[config.mk]
export PLATFORM = sky130hd
export DESIGN_NAME = fetch_unit
export DESIGN_NICKNAME = d
export VERILOG_FILES = /design/src/rtl/fetch_unit.sv
export SDC_FILE = /design/constraint.sdc
export NUM_CORES = 1
export LEC_CHECK = 0
export CAP_MARGIN = 0
export CORE_ASPECT_RATIO = 1.5
export CORE_MARGIN = 1
export CORE_UTILIZATION = 58
export CTS_BUF_LIST = sky130_fd_sc_hd__clkbuf_8
export CTS_CLUSTER_DIAMETER = 60
export CTS_CLUSTER_SIZE = 8
export DETAILED_ROUTE_END_ITERATION = 8
export PLACE_DENSITY = 0.88
export SLEW_MARGIN = 20
export SYNTH_ARGS = -nofsm -noshare
export SYNTH_HDL_FRONTEND = slang
export SYNTH_SLANG_ARGS = --single-unit
[constraint.sdc]
create_clock -name clock -period 3.95 [get_ports clock]
set_input_delay 0.79 -clock clock [delete_from_list [all_inputs] [get_ports clock]]
set_output_delay 0.79 -clock clock [all_outputs]
set_load 0.01 [all_outputs]
[src/rtl/fetch_unit.sv]
// Instruction fetch stage: owns the PC, issues one word request at a time to
// instruction memory and buffers returned words with their PC for the decoder.
module fetch_unit #(
    parameter logic [31:0] RESET_PC   = 32'h0000_0000,
    parameter int          FIFO_DEPTH = 2
) (
    input  logic        clock,
    input  logic        reset,
    output logic        imem_req_valid,
    input  logic        imem_req_ready,
    output logic [31:0] imem_addr,
    input  logic        imem_resp_valid,
    input  logic [31:0] imem_rdata,
    input  logic        redirect_valid,
    input  logic [31:0] redirect_pc,
    output logic        instr_valid,
    input  logic        instr_ready,
    output logic [31:0] instr_raw,
    output logic [31:0] instr_pc
);

    localparam int PTR_W = $clog2(FIFO_DEPTH);
    localparam int CNT_W = PTR_W + 1;
    localparam logic [CNT_W-1:0] DEPTH_C = CNT_W'(FIFO_DEPTH);
    localparam logic [CNT_W-1:0] CNT_ONE = CNT_W'(1);
    localparam logic [PTR_W-1:0] PTR_ONE = PTR_W'(1);

    // BUSY: response will be kept; KILL: response will be thrown away
    typedef enum logic [1:0] {IDLE, BUSY, KILL} state_t;

    state_t            state_reg, state_next;
    logic [31:0]       pc_reg, pc_next;
    logic [31:0]       tag_pc_reg;
    logic [CNT_W-1:0]  count_reg, count_next;
    logic [PTR_W-1:0]  wr_ptr_reg, rd_ptr_reg;
    logic [31:0]       data_reg [FIFO_DEPTH];
    logic [31:0]       addr_reg [FIFO_DEPTH];
    logic [FIFO_DEPTH-1:0] wr_sel;
    logic              accept, enq, deq;

    // State register
    always_ff @(posedge clock or negedge reset) begin
        if (!reset) begin
            state_reg <= IDLE;
        end else begin
            state_reg <= state_next;
        end
    end

    // Next-state logic; a redirect while BUSY only kills if the response is not already here
    always_comb begin
        state_next = state_reg;
        case (state_reg)
            IDLE:    if (accept) state_next = BUSY;
            BUSY:    if (imem_resp_valid) state_next = IDLE;
                     else if (redirect_valid) state_next = KILL;
            KILL:    if (imem_resp_valid) state_next = IDLE;
            default: state_next = IDLE;
        endcase
    end

    // Output / handshake decode; redirect masks every handshake in its cycle
    always_comb begin
        imem_req_valid = (state_reg == IDLE) && (count_reg < DEPTH_C) && !redirect_valid;
        instr_valid    = (count_reg != '0) && !redirect_valid;
        accept         = imem_req_valid && imem_req_ready;
        enq            = (state_reg == BUSY) && imem_resp_valid && !redirect_valid;
        deq            = instr_valid && instr_ready;
    end

    always_comb begin
        pc_next = pc_reg;
        if (redirect_valid) begin
            pc_next = redirect_pc & ~32'h3;
        end else if (accept) begin
            pc_next = pc_reg + 32'd4;
        end
    end

    always_comb begin
        count_next = count_reg;
        case ({enq, deq})
            2'b10:   count_next = count_reg + CNT_ONE;
            2'b01:   count_next = count_reg - CNT_ONE;
            default: count_next = count_reg;
        endcase
    end

    always_ff @(posedge clock or negedge reset) begin
        if (!reset) begin
            pc_reg     <= RESET_PC;
            tag_pc_reg <= '0;
            count_reg  <= '0;
            wr_ptr_reg <= '0;
            rd_ptr_reg <= '0;
        end else begin
            pc_reg <= pc_next;
            if (accept) begin
                tag_pc_reg <= pc_reg;
            end
            if (redirect_valid) begin
                count_reg  <= '0;
                wr_ptr_reg <= '0;
                rd_ptr_reg <= '0;
            end else begin
                count_reg <= count_next;
                if (enq) wr_ptr_reg <= wr_ptr_reg + PTR_ONE;
                if (deq) rd_ptr_reg <= rd_ptr_reg + PTR_ONE;
            end
        end
    end

    genvar gi;
    generate
        for (gi = 0; gi < FIFO_DEPTH; gi++) begin : g_sel
            assign wr_sel[gi] = enq && (wr_ptr_reg == PTR_W'(gi));
        end
    endgenerate

    // Entries are reset so the head reads zero out of reset
    always_ff @(posedge clock or negedge reset) begin
        if (!reset) begin
            for (int i = 0; i < FIFO_DEPTH; i++) begin
                data_reg[i] <= '0;
                addr_reg[i] <= '0;
            end
        end else begin
            for (int i = 0; i < FIFO_DEPTH; i++) begin
                if (wr_sel[i]) begin
                    data_reg[i] <= imem_rdata;
                    addr_reg[i] <= tag_pc_reg;
                end
            end
        end
    end

    assign imem_addr = pc_reg;
    assign instr_raw = data_reg[rd_ptr_reg];
    assign instr_pc  = addr_reg[rd_ptr_reg];

endmodule

== After elaboration in Yosys (flattened, before gate mapping) ==
Cells that the tools add are included.

* Order comparisons: 2
* Add/subtract/negate cells: 5
* Bitwise gates (word level): 2
* Mux-type cells: 19
* Reductions and logical operators: 17
* Equality and inequality tests: 7

{| class="wikitable"
|+ Operator list
! cell !! number
|-
| 32-bit two-way mux || 8
|-
| 32-bit by 3-bit adder with 32-bit output, second input constant || 1
|-
| 2-bit two-way mux || 5
|-
| 1-bit logical AND || 9
|-
| 2-bit nonzero test || 4
|-
| 2-bit one-hot mux with 3 select lines || 1
|-
| 2-bit by 1-bit equality test with 1-bit output, second input constant || 2
|-
| 2-bit equality test, second input constant || 2
|-
| 1-bit two-way mux || 4
|-
| 2-bit != test, second input constant || 2
|-
| 2-bit one-hot mux with 2 select lines || 1
|-
| 3-bit != test, second input constant || 1
|-
| 3-bit AND reduction || 1
|-
| 3-bit nonzero test || 1
|-
| 1-bit adder, second input constant || 2
|-
| 2-bit by 1-bit adder with 2-bit output, second input constant || 1
|-
| 2-bit >= comparator, second input constant || 1
|-
| 2-bit logical NOT || 1
|-
| 2-bit less-than comparator, second input constant || 1
|-
| 1-bit NOT with 2-bit output || 1
|-
| 2-bit by 1-bit subtractor with 2-bit output, second input constant || 1
|-
| 1-bit logical NOT || 1
|-
| 1-bit NOT || 1
|}

* Output and inout port bits: 98
* Flip-flop bits (word level): 198
* Bits of input ports: 70

== Logic depth before layout (Yosys ltp) ==
Gate-level depths: netlist of the first run.

* Depth after elaboration: 6
* Gate-level depth with buffers: 7

== Least setup slack after synthesis of the first run ==
Ideal clock, no wire load.

* Kind: input-to-output
* From: in redirect_valid
* To: out instr_valid
* Data arrival time: 1.463 ns
* Data required time: 3.160 ns
* Path slack: 1.697 ns
* Cell stages on the path: 3
* Path buffers: 2
* Cell sequence: clkbuf_1 -> clkbuf_1 -> nor2_1

* Cells in the longest elaborated chain, start to end: 2

{| class="wikitable"
|+ Ends and longest elaborated chain
! item !! RTL line !! source
|-
| start, declared || 14 || <nowiki>input logic redirect_valid,</nowiki>
|-
| 1-bit logical NOT || 65 || <nowiki>instr_valid = (count_reg != '0) && !redirect_valid;</nowiki>
|-
| 1-bit logical AND || 65 ||
|-
| end, declared || 16 || <nowiki>output logic instr_valid,</nowiki>
|}

No other way between the ends.

== Worst setup path after layout of the first run ==
* From: reg rd_ptr_reg
* To: out instr_pc[30]

* Cells in the longest elaborated chain, start to end: 4

{| class="wikitable"
|+ Ends and longest elaborated chain
! item !! RTL line !! source
|-
| start, declared || 35 || <nowiki>logic [PTR_W-1:0] wr_ptr_reg, rd_ptr_reg;</nowiki>
|-
| start signal, assigned || 108 || <nowiki>if (deq) rd_ptr_reg <= rd_ptr_reg + PTR_ONE;</nowiki>
|-
| 1-bit NOT with 2-bit output (implied by the code) || 139 || <nowiki>assign instr_pc = addr_reg[rd_ptr_reg];</nowiki>
|-
| 32-bit two-way mux (implied by the code) (3 in a row) || 139 ||
|-
| end, declared || 19 || <nowiki>output logic [31:0] instr_pc</nowiki>
|}

No other way between the ends. The select of a mux whose other input is x is not followed.

==> flow_summary.json, run 1 <==
{
  "cts_sinks": 190,
  "power_frac_clock_pct": 22.5,
  "arrival_ps": 2480,
  "synth_cell_types": 46,
  "largest_register_ffs": 64,
  "ctsResizeCount": 0,
  "setup_violations": 0,
  "synthFlopType": "dfrtp_1",
  "area_growth_pct": 25.28,
  "num-nets-final": 919,
  "finalCritPeriodShare_pct": 82.87,
  "hpwlAfterDp_um": 13290,
  "drtIter0Drc": 318,
  "outcome": "completed",
  "h-tree-depth": 4,
  "cts_buffer_depth": 2,
  "grt_pass1_wl_um": 30630,
  "die_x_um": 101.3,
  "dr_total_vias": 5929,
  "cts-root-buf": "clkbuf_8",
  "crit_type": "reg2out",
  "synthCells": 696,
  "gr-total-overflow": 0,
  "grt_pass1_vias": 6291,
  "drive_gt1_share_pct": 29.15,
  "clock_skew_ps": 14.80,
  "combPwrFrac_pct": 29.4,
  "p_int_mw": 3.843,
  "worst-slew-pin-transition_ps": 671.8,
  "crit_fanout": 40,
  "cts_tree": "built",
  "first_pass_iters": 4,
  "clk_latency_ps": 460,
  "rsz0062_at_grt": "false",
  "port_buffers": 161,
  "fin_setup_tns_ps": 0,
  "finalNonFillerCells": 1057,
  "cp-start-kind": "flop",
  "slew-limit-headroom_pct": 55.05,
  "dieArea_um2": 15290,
  "clk_pin_slew_ps": 110,
  "drc": 0,
  "reg2reg_depth": 6,
  "ioPinCount": 168,
  "cts_buffers": 17,
  "cp.required_ps": 3160,
  "r2r_setup_slack_ps": 1540,
  "grt_start_max_net_pins": 78,
  "r2r_end": "addr_reg[30]",
  "antenna_cells": 0,
  "max_freq_mhz": 305.5,
  "critPathLaunch": "rd_ptr_reg",
  "postCtsSetupBuffers": 0,
  "ant_nets": 0,
  "endpoint_kind": "output port",
  "yosysSeqAreaShare_pct": 55.43,
  "ir_worst_vdd_mv": 0.2922,
  "core_um2": 14530,
  "fin_area_um2": 10750,
  "initial_core_util_pct": 59.04,
  "die_y_um": 150.9,
  "swShare_pct": 29.53,
  "wirelength_um": 19190,
  "dp_cells": 1025,
  "synth_edf_count": 0,
  "yosys_warnings": 0,
  "track_usage_pct": 26.03,
  "p_seq_share_pct": 48.1,
  "antenna_found_initial": 0,
  "postPlaceCellArea_um2": 10370,
  "timing.hold.ws_ps": 329.8,
  "switchingPower_mw": 1.610,
  "syn_avg_cell_area_um2": 12.32,
  "leakagePower_nw": 4.808,
  "finalCriticalPeriod_ps": 3273,
  "min_path_type": "in2async",
  "cap_violations": 0,
  "num_rows": 54,
  "postSynth.asyncResetShare_pct": 100.0,
  "wire_per_inst_um": 18.15,
  "finalHoldViolations": 0,
  "power_mw": 5.454,
  "cts.hold.buffers_added": 0,
  "gp_congestion": 0.8517,
  "via_per_inst": 5.609,
  "r2r_start": "state_reg[0]",
  "maxSlewViolCount": 0,
  "netlist_area_um2": 8577,
  "synth_seq_cells": 190,
  "powerDensity_nw_per_um2": 507.6
}
==> per-stage QoR <==
stage          utilization, %  setup slack [ps]
5_1_grt                 73.97             608.5
3_5_place_dp            71.37             902.6
2_1_floorplan               -              1697
3_3_place_gp            71.37             978.7
4_1_cts                 73.97             644.6
6_report                73.97             676.7
==> cell families (layout without fill, tap and decap cells) <==
kind of cell             after synthesis  in the layout  synth area share, %
flip-flops                           190            190                55.43
AO/OA/AOI/OAI                         38             38                2.597
multiplexers                         192            192                25.19
adder cells (fa/ha/maj)                1              1               0.1459
AND/OR/NAND/NOR                      203            203                11.36
other                                  1              4              0.04372
XOR/XNOR                              26             26                2.655
buffers and inverters                 45            207                2.567
==> power groups by stage <==
stage	logic [mW]	registers [mW]	clock network (mW)
2_1_floorplan	0.824	2.58	0
3_3_place_gp	1.56	2.61	0
3_5_place_dp	1.61	2.66	0
4_1_cts	1.62	2.62	1.25
5_1_grt	1.72	2.68	1.32
6_report	1.60	2.62	1.23
==> layer usage <==
metal | vias to the layer above | routed length (um) | share of wire [%] | track usage, %
met5 | - | 0 | 0 | 0
met4 | 0 | 406 | 2.1 | 11.23
met3 | 32 | 954 | 5.0 | 4.892
met2 | 197 | 10440 | 54 | 46.90
met1 | 2995 | 7388 | 39 | 29.89
li1 | 2705 | - | - | -
==> critical path: stages (launching register included) <==
cell and delay, ps:
dfrtp_2 790, buf_12 320, mux2_2 380, clkdlybuf4s50_1 510
==> how the worst max path moves through the flow <==
stage / to / cells past startpoint / slack, ps
after floorplan: instr_valid / 3 / 1700
after global placement: imem_addr[31] / 6 / 980
after detailed placement: addr_reg[30] / 6 / 900
after CTS: instr_pc[30] / 3 / 640
after global routing: instr_pc[27] / 3 / 610
final: instr_pc[30] / 3 / 680
==> final cells by class <==
cell class / count / area, um2
clock buffer: 19 / 261.5
clock inverter: 13 / 116.4
sequential: 190 / 4756
timing repair buffer: 171 / 1723
inverter: 4 / 15.01
multi-input combinational: 464 / 3628
fill: 972 / 3781
tap: 196 / 245.2
==> cells in the final DEF, fill, tap and decap left out, types with 3 or more instances in the layout <==
master / count
nor4_2: 3
nor4_1: 5
inv_1: 4
buf_4: 7
nor2b_1: 4
xnor2_1: 16
conb_1: 4
inv_8: 3
o21ai_0: 19
inv_6: 6
nor2_2: 4
clkdlybuf4s50_1: 159
nand2_1: 123
and3_1: 6
dfrtp_1: 189
mux2_2: 191
o21ai_1: 5
a21oi_1: 5
buf_12: 3
nor2_1: 17
nor3_1: 4
nand3_1: 11
clkbuf_8: 20
xor2_1: 10
nand4_1: 11
==> synth_stat cells (all sizes together) (2+ instances only) <==
cell type,count,area [um2]
clkbuf,13,50.04
nor2,21,88.83
a21oi,5,25.02
xor2,10,87.58
mux2,191,2151
o21ai,24,120.1
a311o,2,20.02
buf,28,155.2
nor2b,4,25.02
o211ai,2,15.01
nor4,10,111.4
inv,4,15.01
nand4,12,81.33
xnor2,16,140.1
nor3,5,30.03
nand3,11,55.05
and3,6,37.54
nand2,124,465.5
nand2b,2,12.51
dfrtp,190,4755
No activity file was read; power rests on OpenSTA's default activity.
==> inputs of run 2 (changes only) <==
--- a/config.mk
+++ b/config.mk
@@ -8,12 +8,12 @@
 export CAP_MARGIN = 0
 export CORE_ASPECT_RATIO = 1.5
 export CORE_MARGIN = 1
-export CORE_UTILIZATION = 58
+export CORE_UTILIZATION = 49
 export CTS_BUF_LIST = sky130_fd_sc_hd__clkbuf_8
 export CTS_CLUSTER_DIAMETER = 60
 export CTS_CLUSTER_SIZE = 8
 export DETAILED_ROUTE_END_ITERATION = 8
-export PLACE_DENSITY = 0.88
+export PLACE_DENSITY = 0.79
 export SLEW_MARGIN = 20
 export SYNTH_ARGS = -nofsm -noshare
 export SYNTH_HDL_FRONTEND = slang
==> constraint.sdc (replaced) <==
create_clock -name clock -period 2.8 [get_ports clock]
set_input_delay 0.56 -clock clock [delete_from_list [all_inputs] [get_ports clock]]
set_output_delay 0.56 -clock clock [all_outputs]
set_load 0.01 [all_outputs]
==> flow_summary.json, run 2 (same netlist as run 1, synthesis figures left out) <==
{
  "via_per_inst": 5.404,
  "ant_nets": 0,
  "finalNonFillerCells": 1081,
  "num_rows": 58,
  "worst-slew-pin-transition_ps": 560.7,
  "outcome": "completed",
  "cp-start-kind": "flop",
  "gp_congestion": 0.7757,
  "gr-total-overflow": 0,
  "core_um2": 16980,
  "cp.required_ps": 2240,
  "finalHoldViolations": 0,
  "r2r_end": "imem_addr[17]",
  "p_seq_share_pct": 48.3,
  "finalCriticalPeriod_ps": 2680,
  "drtIter0Drc": 253,
  "die_y_um": 164.0,
  "max_freq_mhz": 373.2,
  "fin_setup_tns_ps": 0,
  "ir_worst_vdd_mv": 0.3360,
  "clock_skew_ps": 17.65,
  "ioPinCount": 168,
  "cts-root-buf": "clkbuf_8",
  "grt_pass1_wl_um": 30480,
  "clk_latency_ps": 460,
  "leakagePower_nw": 4.885,
  "power_frac_clock_pct": 22.3,
  "endpoint_kind": "output port",
  "combPwrFrac_pct": 29.5,
  "cts_buffer_depth": 2,
  "first_pass_iters": 4,
  "maxSlewViolCount": 0,
  "grt_start_max_net_pins": 66,
  "hpwlAfterDp_um": 13080,
  "ctsResizeCount": 1,
  "area_growth_pct": 26.93,
  "wire_per_inst_um": 17.50,
  "r2r_start": "imem_addr[10]",
  "cap_violations": 0,
  "p_int_mw": 5.404,
  "num-nets-final": 929,
  "reg2reg_depth": 5,
  "crit_type": "reg2out",
  "post-route-util_pct": 64.11,
  "finalCritPeriodShare_pct": 95.70,
  "powerDensity_nw_per_um2": 699.4,
  "cts_sinks": 190,
  "grt_pass1_vias": 5972,
  "drc": 0,
  "postCtsSetupBuffers": 0,
  "wirelength_um": 18920,
  "dp_cells": 1049,
  "dr_total_vias": 5842,
  "timing.hold.ws_ps": 83.24,
  "initial_core_util_pct": 50.51,
  "antenna_cells": 0,
  "rsz0062_at_grt": "false",
  "min_path_type": "in2async",
  "clk_pin_slew_ps": 110,
  "cts_tree": "built",
  "die_x_um": 110.0,
  "largest_register_ffs": 64,
  "slew-limit-headroom_pct": 62.27,
  "antenna_found_initial": 0,
  "setup_violations": 0,
  "r2r_setup_slack_ps": 660,
  "switchingPower_mw": 2.210,
  "drive_gt1_share_pct": 29.85,
  "layout_common_cells": "mux2_2 (191), dfrtp_1 (189), clkdlybuf4s50_1 (159)",
  "final_common_cell": "mux2_2",
  "dieArea_um2": 18050,
  "crit_fanout": 20,
  "cts_buffers": 17,
  "h-tree-depth": 4,
  "port_buffers": 161,
  "track_usage_pct": 22.31,
  "arrival_ps": 2120,
  "cts.hold.buffers_added": 0,
  "swShare_pct": 29.03
}
==> run 2: changes by cell type in the layout (fill, tap and decap cells not counted) <==
cell / before / now
clkbuf_8: 20 / 19
dfrtp_4: 0 / 1
dfrtp_2: 1 / 0
buf_4: 7 / 13
nand2_2: 1 / 0
nand2_4: 0 / 1
inv_6: 6 / 4
clkinv_4: 2 / 5
inv_1: 4 / 5
clkinvlp_4: 1 / 0
buf_12: 3 / 7
==> run 2: area by class of cell <==
class | count | area, um2
clock buffers | 18 | 247.7
repair buffers | 181 | 1848
multi-input cells | 464 | 3633
clock inverters | 14 | 121.4
well taps | 210 | 262.8
fillers | 1380 | 6095
flip-flops and latches | 190 | 4758
inverters | 4 | 15.01
==> run 2: power by group through the flow <==
stage / combinational, mW / sequential (mW) / clock, mW
2_1_floorplan: 1.16 / 3.63 / 0
3_3_place_gp: 2.23 / 3.70 / 0
3_5_place_dp: 2.27 / 3.74 / 0
4_1_cts: 2.28 / 3.68 / 1.76
5_1_grt: 2.42 / 3.77 / 1.87
6_report: 2.24 / 3.67 / 1.70
==> run 2: metal layers <==
metal,part of all wire [%],track usage [%],vias up
met1,41,26.98,2933
met5,0,0,-
li1,-,-,2725
met3,4.4,3.929,31
met2,53,39.01,153
met4,2.5,8.606,0
==> run 2: stage by stage <==
stage                     setup WS, ps  area [um2]  power (mW)
after floorplan                  791.6        8588       4.795
after global placement           216.1       10520       5.932
after detailed placement         161.6       10520       6.006
after CTS                        72.60       10890       7.715
after global routing             32.37       10890       8.058
final                            120.4       10890       7.614
==> run 2: how the worst max path moves through the flow <==
stage	slack, ps	startpoint	endpoint	depth (start not counted)
6_report	120	rd_ptr_reg	instr_pc[28]	3
5_1_grt	30	rd_ptr_reg	instr_pc[6]	3
4_1_cts	70	rd_ptr_reg	instr_pc[22]	3
3_5_place_dp	160	imem_req_ready	imem_addr[31]	6
3_3_place_gp	220	imem_req_ready	imem_addr[31]	6
2_1_floorplan	790	count_reg[1]	imem_addr[31]	6
==> run 2: worst max-delay path, stage by stage, from the launching register on <==
cell and delay, ps:
dfrtp_4 600, buf_12 210, mux2_2 350, clkdlybuf4s50_1 500
